--- config.mk ---
export PLATFORM = sky130hd
export DESIGN_NAME = tx_char_fifo
export DESIGN_NICKNAME = d
export VERILOG_FILES = /design/src/rtl/tx_char_fifo.sv
export SDC_FILE = /design/constraint.sdc
export NUM_CORES = 1
export LEC_CHECK = 0
export CAP_MARGIN = 20
export CORE_MARGIN = 2
export CORE_UTILIZATION = 37
export CTS_BUF_LIST = sky130_fd_sc_hd__clkbuf_8
export CTS_CLUSTER_DIAMETER = 40
export DETAILED_ROUTE_END_ITERATION = 6
export GPL_ROUTABILITY_DRIVEN = 0
export PLACE_DENSITY = 0.62
export SYNTH_ARGS = -nofsm -noshare
export SYNTH_HDL_FRONTEND = slang
export SYNTH_SLANG_ARGS = --single-unit
export TNS_END_PERCENT = 5
--- constraint.sdc ---
create_clock -name clk -period 2.7 [get_ports clk]
set_input_delay 0.54 -clock clk [delete_from_list [all_inputs] [get_ports clk]]
set_output_delay 0.54 -clock clk [all_outputs]
set_load 0.005 [all_outputs]
--- src/rtl/tx_char_fifo.sv ---
// Character FIFO between the serial mode controller and the UART transmitter.
// It drains over valid/ready with a selectable inter-character gap. Define WR_EDGE_EN to make writes trigger on the rising edge of wr_en.
module tx_char_fifo #(
  parameter int DEPTH = 16,
  parameter int AW    = 4,
  parameter int GAP0  = 0,
  parameter int GAP1  = 8,
  parameter int GAP2  = 32
) (
  input  logic          clk,
  input  logic          reset,
  input  logic          wr_en,
  input  logic [7:0]    wr_data,
  input  logic          clean,
  input  logic          start_en,
  input  logic [1:0]    rate_sel,
  input  logic          tx_ready,
  output logic          tx_valid,
  output logic [7:0]    tx_data,
  output logic [AW:0]   count,
  output logic          full,
  output logic          empty,
  output logic          overflow
);

  localparam int GW = 16;

  typedef enum logic [1:0] {
    IDLE = 2'd0,
    SEND = 2'd1,
    GAP  = 2'd2
  } state_t;

  state_t        state;
  logic [7:0]    mem [DEPTH];
  logic [AW-1:0] wrPtr;
  logic [AW-1:0] rdPtr;
  logic [GW-1:0] gapCnt;
  logic          wrReq;
  logic          push;
  logic          pop;
  logic [AW:0]   countNext;

  function automatic logic [GW-1:0] gapFor(input logic [1:0] sel);
    logic [GW-1:0] g;
    case (sel)
      2'd1:    g = GW'(GAP1);
      2'd2:    g = GW'(GAP2);
      default: g = GW'(GAP0);
    endcase
    return g;
  endfunction

`ifdef WR_EDGE_EN
  logic wrEnQ;

  always_ff @(posedge clk or negedge reset) begin
    if (!reset) wrEnQ <= 1'b0;
    else        wrEnQ <= wr_en;
  end

  assign wrReq = wr_en & ~wrEnQ;
`else
  assign wrReq = wr_en;
`endif

  // A pop frees a slot in the same edge, so a write to a full FIFO still lands when a pop coincides.
  assign pop  = (state == SEND) & tx_valid & tx_ready & ~clean;
  assign push = wrReq & (~full | pop) & ~clean;

  always_comb begin
    countNext = count;
    case ({push, pop})
      2'b10:   countNext = count + 1'b1;
      2'b01:   countNext = count - 1'b1;
      default: countNext = count;
    endcase
  end

  always_ff @(posedge clk) begin
    if (push) mem[wrPtr] <= wr_data;
  end

  always_ff @(posedge clk or negedge reset) begin
    if (!reset) begin
      wrPtr    <= '0;
      rdPtr    <= '0;
      count    <= '0;
      full     <= 1'b0;
      empty    <= 1'b1;
      overflow <= 1'b0;
      tx_valid <= 1'b0;
      tx_data  <= 8'h00;
      gapCnt   <= '0;
      state    <= IDLE;
    end else if (clean) begin
      wrPtr    <= '0;
      rdPtr    <= '0;
      count    <= '0;
      full     <= 1'b0;
      empty    <= 1'b1;
      overflow <= 1'b0;
      tx_valid <= 1'b0;
      gapCnt   <= '0;
      state    <= IDLE;
    end else begin
      if (push) wrPtr <= wrPtr + 1'b1;
      if (pop)  rdPtr <= rdPtr + 1'b1;
      count <= countNext;
      full  <= (countNext == (AW+1)'(DEPTH));
      empty <= (countNext == '0);
      if (wrReq && full && !pop) overflow <= 1'b1;

      case (state)
        IDLE: begin
          if (start_en && !empty) begin
            tx_data  <= mem[rdPtr];
            tx_valid <= 1'b1;
            state    <= SEND;
          end
        end
        // The presented character stays put until accepted, regardless of start_en.
        SEND: begin
          if (tx_ready) begin
            tx_valid <= 1'b0;
            if (gapFor(rate_sel) == '0) begin
              state <= IDLE;
            end else begin
              gapCnt <= gapFor(rate_sel);
              state  <= GAP;
            end
          end
        end
        GAP: begin
          if (gapCnt <= GW'(1)) begin
            gapCnt <= '0;
            state  <= IDLE;
          end else begin
            gapCnt <= gapCnt - 1'b1;
          end
        end
        default: state <= IDLE;
      endcase
    end
  end

endmodule

# Yosys cells after proc, flatten, opt, wreduce, memory -nomap -nowiden
# Memory sizes are Yosys's and may differ from the RTL's. A register that Yosys moved wholly into a read port is not among the register bits.
# Index checks and enable logic that the tools add are counted.
dict set report classes {
  n_addsub 5
  eq_ne 11
  muxes 31
  order_cmp 1
  n_bitwise 8
  reduce_logical 18
}
# op n
set ops {}
lappend ops {{two-way mux 16 bit} 7}
lappend ops {{one-hot mux 16 bit (2 select lines)} 1}
lappend ops {{less-or-equal comparator 16 x 1 -> 1 bit (second input constant)} 1}
lappend ops {{zero test 16 bit} 1}
lappend ops {{two-way mux 4 bit} 4}
lappend ops {{subtractor 16 x 1 -> 16 bit (second input constant)} 1}
lappend ops {{!= test 3 bit (second input constant)} 4}
lappend ops {{one-hot mux 6 bit (2 select lines)} 1}
lappend ops {{AND reduction 3 bit} 4}
lappend ops {{two-way mux 2 bit} 5}
lappend ops {{one-hot mux 5 bit (2 select lines)} 1}
lappend ops {{two-way mux 1 bit} 9}
lappend ops {{adder 4 x 1 -> 4 bit (second input constant)} 2}
lappend ops {{equality test 2 x 1 -> 1 bit (second input constant)} 3}
lappend ops {{equality test 2 bit (second input constant)} 3}
lappend ops {{one-hot mux 2 bit (3 select lines)} 1}
lappend ops {{nonzero test 2 bit} 3}
lappend ops {{nonzero test 3 bit} 2}
lappend ops {{adder 5 x 1 -> 5 bit (second input constant)} 1}
lappend ops {{AND 1 bit} 5}
lappend ops {{equality test 5 bit (second input constant)} 1}
lappend ops {{zero test 5 bit} 1}
lappend ops {{two-way mux 5 bit} 1}
lappend ops {{subtractor 5 x 1 -> 5 bit (second input constant)} 1}
lappend ops {{other kinds (6)} 11}
dict set report totals {
  mem_count 1
  ram_bits 128
  in_bits 16
  reg_bits 35
  output_inout_bits 17
}
# name depth word_bits rd rd_ports_with_merged_regs wr line_no
set memory_table {}
lappend memory_table {mem 16 8 1 1 1 35} ;# logic [7:0] mem [DEPTH];

# Longest topological paths before layout
dict set report depth {
  ltp_word 11
  depth_mapped 12
  ltp_nobuf 12
}

# Least setup slack after synthesis
# Ideal clock, no wire load.
dict set report synth_timing {
  path_kind {input port to flip-flop}
  startpoint {input tx_ready}
  endpoint {register full}
  required_time_ps 2612
  setup_time_ps 88
  slack_ps -245
  stages 12
  arrival_time_ps 2857
  path_buffers 0
  path_cell_list {nand4b_1 -> a21boi_1 -> and2b_1 -> inv_1 -> ha_1 -> xor2_1 -> ha_1 -> a21oi_1 -> mux2i_1 -> xnor2_1 -> o311ai_0 -> nor3b_1}
}
dict set report synth_between {
  elab_chain_len 9
  word_cells_on_any_way 10
  cone_classes {eq/ne: 3; mux: 2; bitwise: 5}
}
# element line_no
set synth_lines {}
lappend synth_lines {{from (decl)} 17} ;# input logic tx_ready,
lappend synth_lines {{AND 1 bit (*) (2 in series)} 68} ;# assign pop = (state == SEND) & tx_valid & tx_ready & ~clean;
lappend synth_lines {{bitwise OR 1 bit} 69} ;# assign push = wrReq & (~full | pop) & ~clean;
lappend synth_lines {{AND 1 bit (2 in series)} 69}
lappend synth_lines {{equality test 2 x 1 -> 1 bit / equality test 2 bit (equally long branches)} 73} ;# case ({push, pop})
lappend synth_lines {{one-hot mux 5 bit (2 select lines) (*)} 73}
lappend synth_lines {{equality test 5 bit (*)} 110} ;# full <= (countNext == (AW+1)'(DEPTH));
lappend synth_lines {{two-way mux 1 bit (*)} 96} ;# end else if (clean) begin
lappend synth_lines {{to (signal assigned)} 110}
lappend synth_lines {{to (decl)} 21} ;# output logic full,
# Mark *: on every way between the ends. The rest lies on a longest branch, timed or not.
# A chain may end at the register's enable or synchronous reset.

# Worst setup path in the final report
dict set report layout_timing {
  startpoint {register state[1]}
  endpoint {register full}
}
dict set report layout_between {
  elab_chain_len 11
  word_cells_on_any_way 12
  cone_classes {eq/ne: 4; mux: 2; bitwise: 6}
}
# element line_no
set layout_lines {}
lappend layout_lines {{from (decl)} 34} ;# state_t state;
lappend layout_lines {{from (signal assigned)} 95} ;# state <= IDLE;
lappend layout_lines {{from (signal assigned)} 105} ;# state <= IDLE;
lappend layout_lines {{from (signal assigned)} 119} ;# state <= SEND;
lappend layout_lines {{equality test 2 x 1 -> 1 bit (*)} 68}
lappend layout_lines {{AND 1 bit (*) (3 in series)} 68}
lappend layout_lines {{bitwise OR 1 bit} 69}
lappend layout_lines {{AND 1 bit (2 in series)} 69}
lappend layout_lines {{equality test 2 x 1 -> 1 bit / equality test 2 bit (equally long branches)} 73}
lappend layout_lines {{one-hot mux 5 bit (2 select lines) (*)} 73}
lappend layout_lines {{equality test 5 bit (*)} 110}
lappend layout_lines {{two-way mux 1 bit (*)} 96}
# Marked as above.

==> results.md <==
* Flip-flop and latch count after synthesis at approximately 170
* Switching fraction of total power at 0.300
* Vias per inst at 5.23
* Setup violation total in the final timing report at 0
* Wire length reported by the detailed router at about 15,000 um
* Distinct cell type count after synthesis at 54
* Number of global-route vias before repair at about 4,400
* Setup slack after placement at -0.459 ns
* Highest-count cells in the layout ignoring fill and taps: sky130_fd_sc_hd__edfxtp_1, sky130_fd_sc_hd__buf_4, sky130_fd_sc_hd__dfrtp_1
* Yosys Warn Count at 0
* Area of the die at between 0.02 and 0.025 mm2
* Worst slew pin tran at slightly above 1 ns
* Largest net degree at the start of global routing at 32
* Combinational power share at 0.189
* Final instance area at between 0.008 and 0.009 mm2
* Share of synthesized flip-flops with an asynchronous set or reset at 0.251
* Multi-input combinational cell area at ~0.0023 mm2
* Later-pin clock latency in the skew report at ~0.46 ns
* Count of max-cap constraint violations at 0
* Y dimension of the die at approximately 140 um
* Total grt overflow at 0
* Number of antenna violations at the first check in global routing at 0
* Post-synth EDFFs at around 130
* Global router's overall resource usage at 0.146
* CP Launch Type: flop
* Proportion of netlist area held by the largest area contributor at 0.523
* Most common cell after layout, fill and taps aside: sky130_fd_sc_hd__edfxtp_1
* Highest net fanout along the worst path at 3
* Number of nets in the layout at 592
* Period utilization at 0.953
* Part of the total power dissipated in the clock network at 0.283
* Number of nets in the synthesized netlist at between 500 and 600
* Internal power of the cells at between 4 and 5 mW
* Count of input and output buffers at 32
* Biggest area consumer among synthesized cells: sky130_fd_sc_hd__edfxtp_1
* Max Slew Vio Count at 0
* First-pass GRT wire length at 23,900 um
* Share of post-route cells with drive strength above 1 at 0.232
* CTS tree: built
* Final ANT Viol Nets at 0
* Num ports at 33
* Longest Clk Path Bufs at 2
* Sinks on the clock net at between 150 and 200
* Switching Power at 1.82 mW
* CORE AREA at around 0.019 mm2
* Pwr dens at around 700 mW/mm2
* Mean Syn Cell Area at approximately 15 um2
* Per-cell routed wire length at 17.9 um
* Status: finished, final reports clean
* Final critical path time including I/O delays and setup at 2.57 ns
* Library cell used as clock root buffer: sky130_fd_sc_hd__clkbuf_8
* Sequential cell area at around 0.0049 mm2
* Met2 usage at 0.240
* Power Total at between 6 and 7 mW
* Largest cells by area after synthesis: sky130_fd_sc_hd__edfxtp_1, sky130_fd_sc_hd__dfrtp_1, sky130_fd_sc_hd__mux4_2, sky130_fd_sc_hd__mux2_2, sky130_fd_sc_hd__mux2i_1
* Critical path type: flop to flop
* Post-synth design cell area at 0.00735 mm2
* Relative area change from synthesis to final layout at 18.3%
* Unrepaired setup endpoints after global routing: yes
* Dpl cell area at 0.00822 mm2
* Max Clock Freq at 0.389 GHz
* Hold Violations, Final at 0
* Number of iterations in the first detailed-routing pass at 4
* Arrival time of data at the critical path endpoint at approximately 3.0 ns
* Effective utilization at floorplan at 0.378
* Number of placed cells counting well taps at between 800 and 900
* Detailed-route via count at about 4,400
* Layout filler cell count at roughly 1,700
* Worst relative slew slack at 0.305
* Drt initial violations at ~310
* Sequential cell area fraction in the yosys report at 0.670
* Detailed-placement wirelength estimate at slightly below 10,000 um
* Post-synthesis instance total at 489
* Worst vdd ir at roughly 360 uV
* GR met3 Demand/Resource at 0.0365
* Class of the tightest hold or removal check: primary input to asynchronous set/reset pin
* CTS H-tree lvls at 4
* Minimum setup slack in the final design at between 0.1 and 0.15 ns
* DIE WIDTH at approximately 140 um
* Part of the total power dissipated in sequential elements at 0.528
* Post-route DRC violation count at 0
* Clock transition at path regs at ~0.1 ns
* Global Route met1 Usage at 0.192
* Layer with the highest usage after global routing: met2
* Share of the core filled with cells in the final layout at 0.447
* Leakage power at 3.06 nW
* Antenna diode count at 0
* Worst path required time at 3.08 ns
* Number of cells on the worst reg-to-reg path at 12
* Row Count at just over 50
* Final clock skew at around 0.014 ns
* Top_reg_cell synth: sky130_fd_sc_hd__edfxtp_1
* Endpoint type of the worst setup path: flop
* Non-Filler Instances at between 800 and 900
* Number of clock buffers inserted by TritonCTS at 17
-- registers in the layout, indices dropped and copies added, names as in the netlist --
| signal | flops |
|---|---|
| count | 5 |
| empty | 1 |
| full | 1 |
| gapCnt | 16 |
| mem | 128 |
| overflow | 1 |
| rdPtr | 4 |
| state | 2 |
| tx_data | 8 |
| tx_valid | 1 |
| wrPtr | 4 |
-- cell type report --
| type | count | share of cell area |
|---|---|---|
| repair buffers | 76 | 0.0760 |
| well taps | 265 | 0.0381 |
| inverters | 11 | 0.00475 |
| flip-flops and latches | 171 | 0.566 |
| multi-input cells | 287 | 0.270 |
| clock inverters | 15 | 0.0177 |
| clock buffers | 17 | 0.0269 |
-- kinds of logic after synthesis --
logic type | after synthesis | synth area share
DFF | 171 | 0.670
AOI/OAI and AO/OA | 81 | 0.0761
muxes | 58 | 0.113
adders and majority gates | 12 | 0.0204
xor gates and xnor gates | 11 | 0.0131
buffers and inverters | 31 | 0.0187
and+or+nand+nor | 125 | 0.0887
-- through the flow --
stage	TNS, ns	hold slack [ns]
final	0	0.119
after global routing	-0.0368	0.143
after CTS	0	0.119
after detailed placement	-1.68	0.475
after global placement	-1.06	0.466
after floorplan	0	0.244
-- synth_stat cells, types with 6 or more instances --
library cell and n:
sky130_fd_sc_hd__inv_1 11, sky130_fd_sc_hd__or3_1 9, sky130_fd_sc_hd__a221o_1 8, sky130_fd_sc_hd__edfxtp_1 128, sky130_fd_sc_hd__a21oi_1 16, sky130_fd_sc_hd__nand3_1 8, sky130_fd_sc_hd__mux2_2 22, sky130_fd_sc_hd__o22ai_1 8
sky130_fd_sc_hd__ha_1 12, sky130_fd_sc_hd__o21ai_0 14, sky130_fd_sc_hd__xnor2_1 6, sky130_fd_sc_hd__nor2b_1 6, sky130_fd_sc_hd__dfrtp_1 42, sky130_fd_sc_hd__clkbuf_1 11, sky130_fd_sc_hd__mux2i_1 18, sky130_fd_sc_hd__nor2_1 33
sky130_fd_sc_hd__nand2_1 19, sky130_fd_sc_hd__mux4_2 18, sky130_fd_sc_hd__nor3_1 22, sky130_fd_sc_hd__o21bai_1 9
-- layer usage --
| metal | wire (um) | part of all wire |
|---|---|---|
| met1 | 6560 | 0.43 |
| met2 | 7550 | 0.50 |
| met3 | 775 | 0.051 |
| met4 | 222 | 0.015 |
| met5 | 0 | 0 |
-- power groups by stage --
stage	Clock, mW	Combinational [mW]	Sequential (mW)
3_3_place_gp	0	1.08	3.24
3_5_place_dp	0	1.12	3.25
4_1_cts	1.77	1.13	3.19
5_1_grt	1.88	1.28	3.22
6_report	1.71	1.15	3.19
2_1_floorplan	0	0.733	3.21
-- critical path, stage by stage, from the launching register on --
cell,delay [ns]
sky130_fd_sc_hd__dfrtp_1,0.40
sky130_fd_sc_hd__nand4b_1,0.24
sky130_fd_sc_hd__a21boi_2,0.18
sky130_fd_sc_hd__and2b_1,0.17
sky130_fd_sc_hd__inv_2,0.06
sky130_fd_sc_hd__ha_4,0.16
sky130_fd_sc_hd__xor2_1,0.16
sky130_fd_sc_hd__ha_2,0.21
sky130_fd_sc_hd__a21oi_2,0.13
sky130_fd_sc_hd__mux2i_2,0.29
sky130_fd_sc_hd__xnor2_2,0.17
sky130_fd_sc_hd__o311ai_4,0.14
sky130_fd_sc_hd__nor3b_2,0.20
-- final timing paths --
| path | startpoint | to | slack (ns) |
|---|---|---|---|
| max | state[1] | full | 0.13 |
| min in group clk | gapCnt[7] | gapCnt[7] | 0.49 |
| min reg2reg | gapCnt[7] | gapCnt[7] | 0.49 |
| max in group asynchronous | reset | empty | 1.89 |
| max reg2reg | state[1] | full | 0.13 |
| min | reset | gapCnt[8] | 0.12 |
-- timing repair --
action	in CTS	in global routing
setup endpoints to repair	1	4
pin swaps	1	5
resized for setup	0	10
setup buffers	1	4
hold buffers	0	0
No activity file was read; power rests on OpenSTA's default activity.
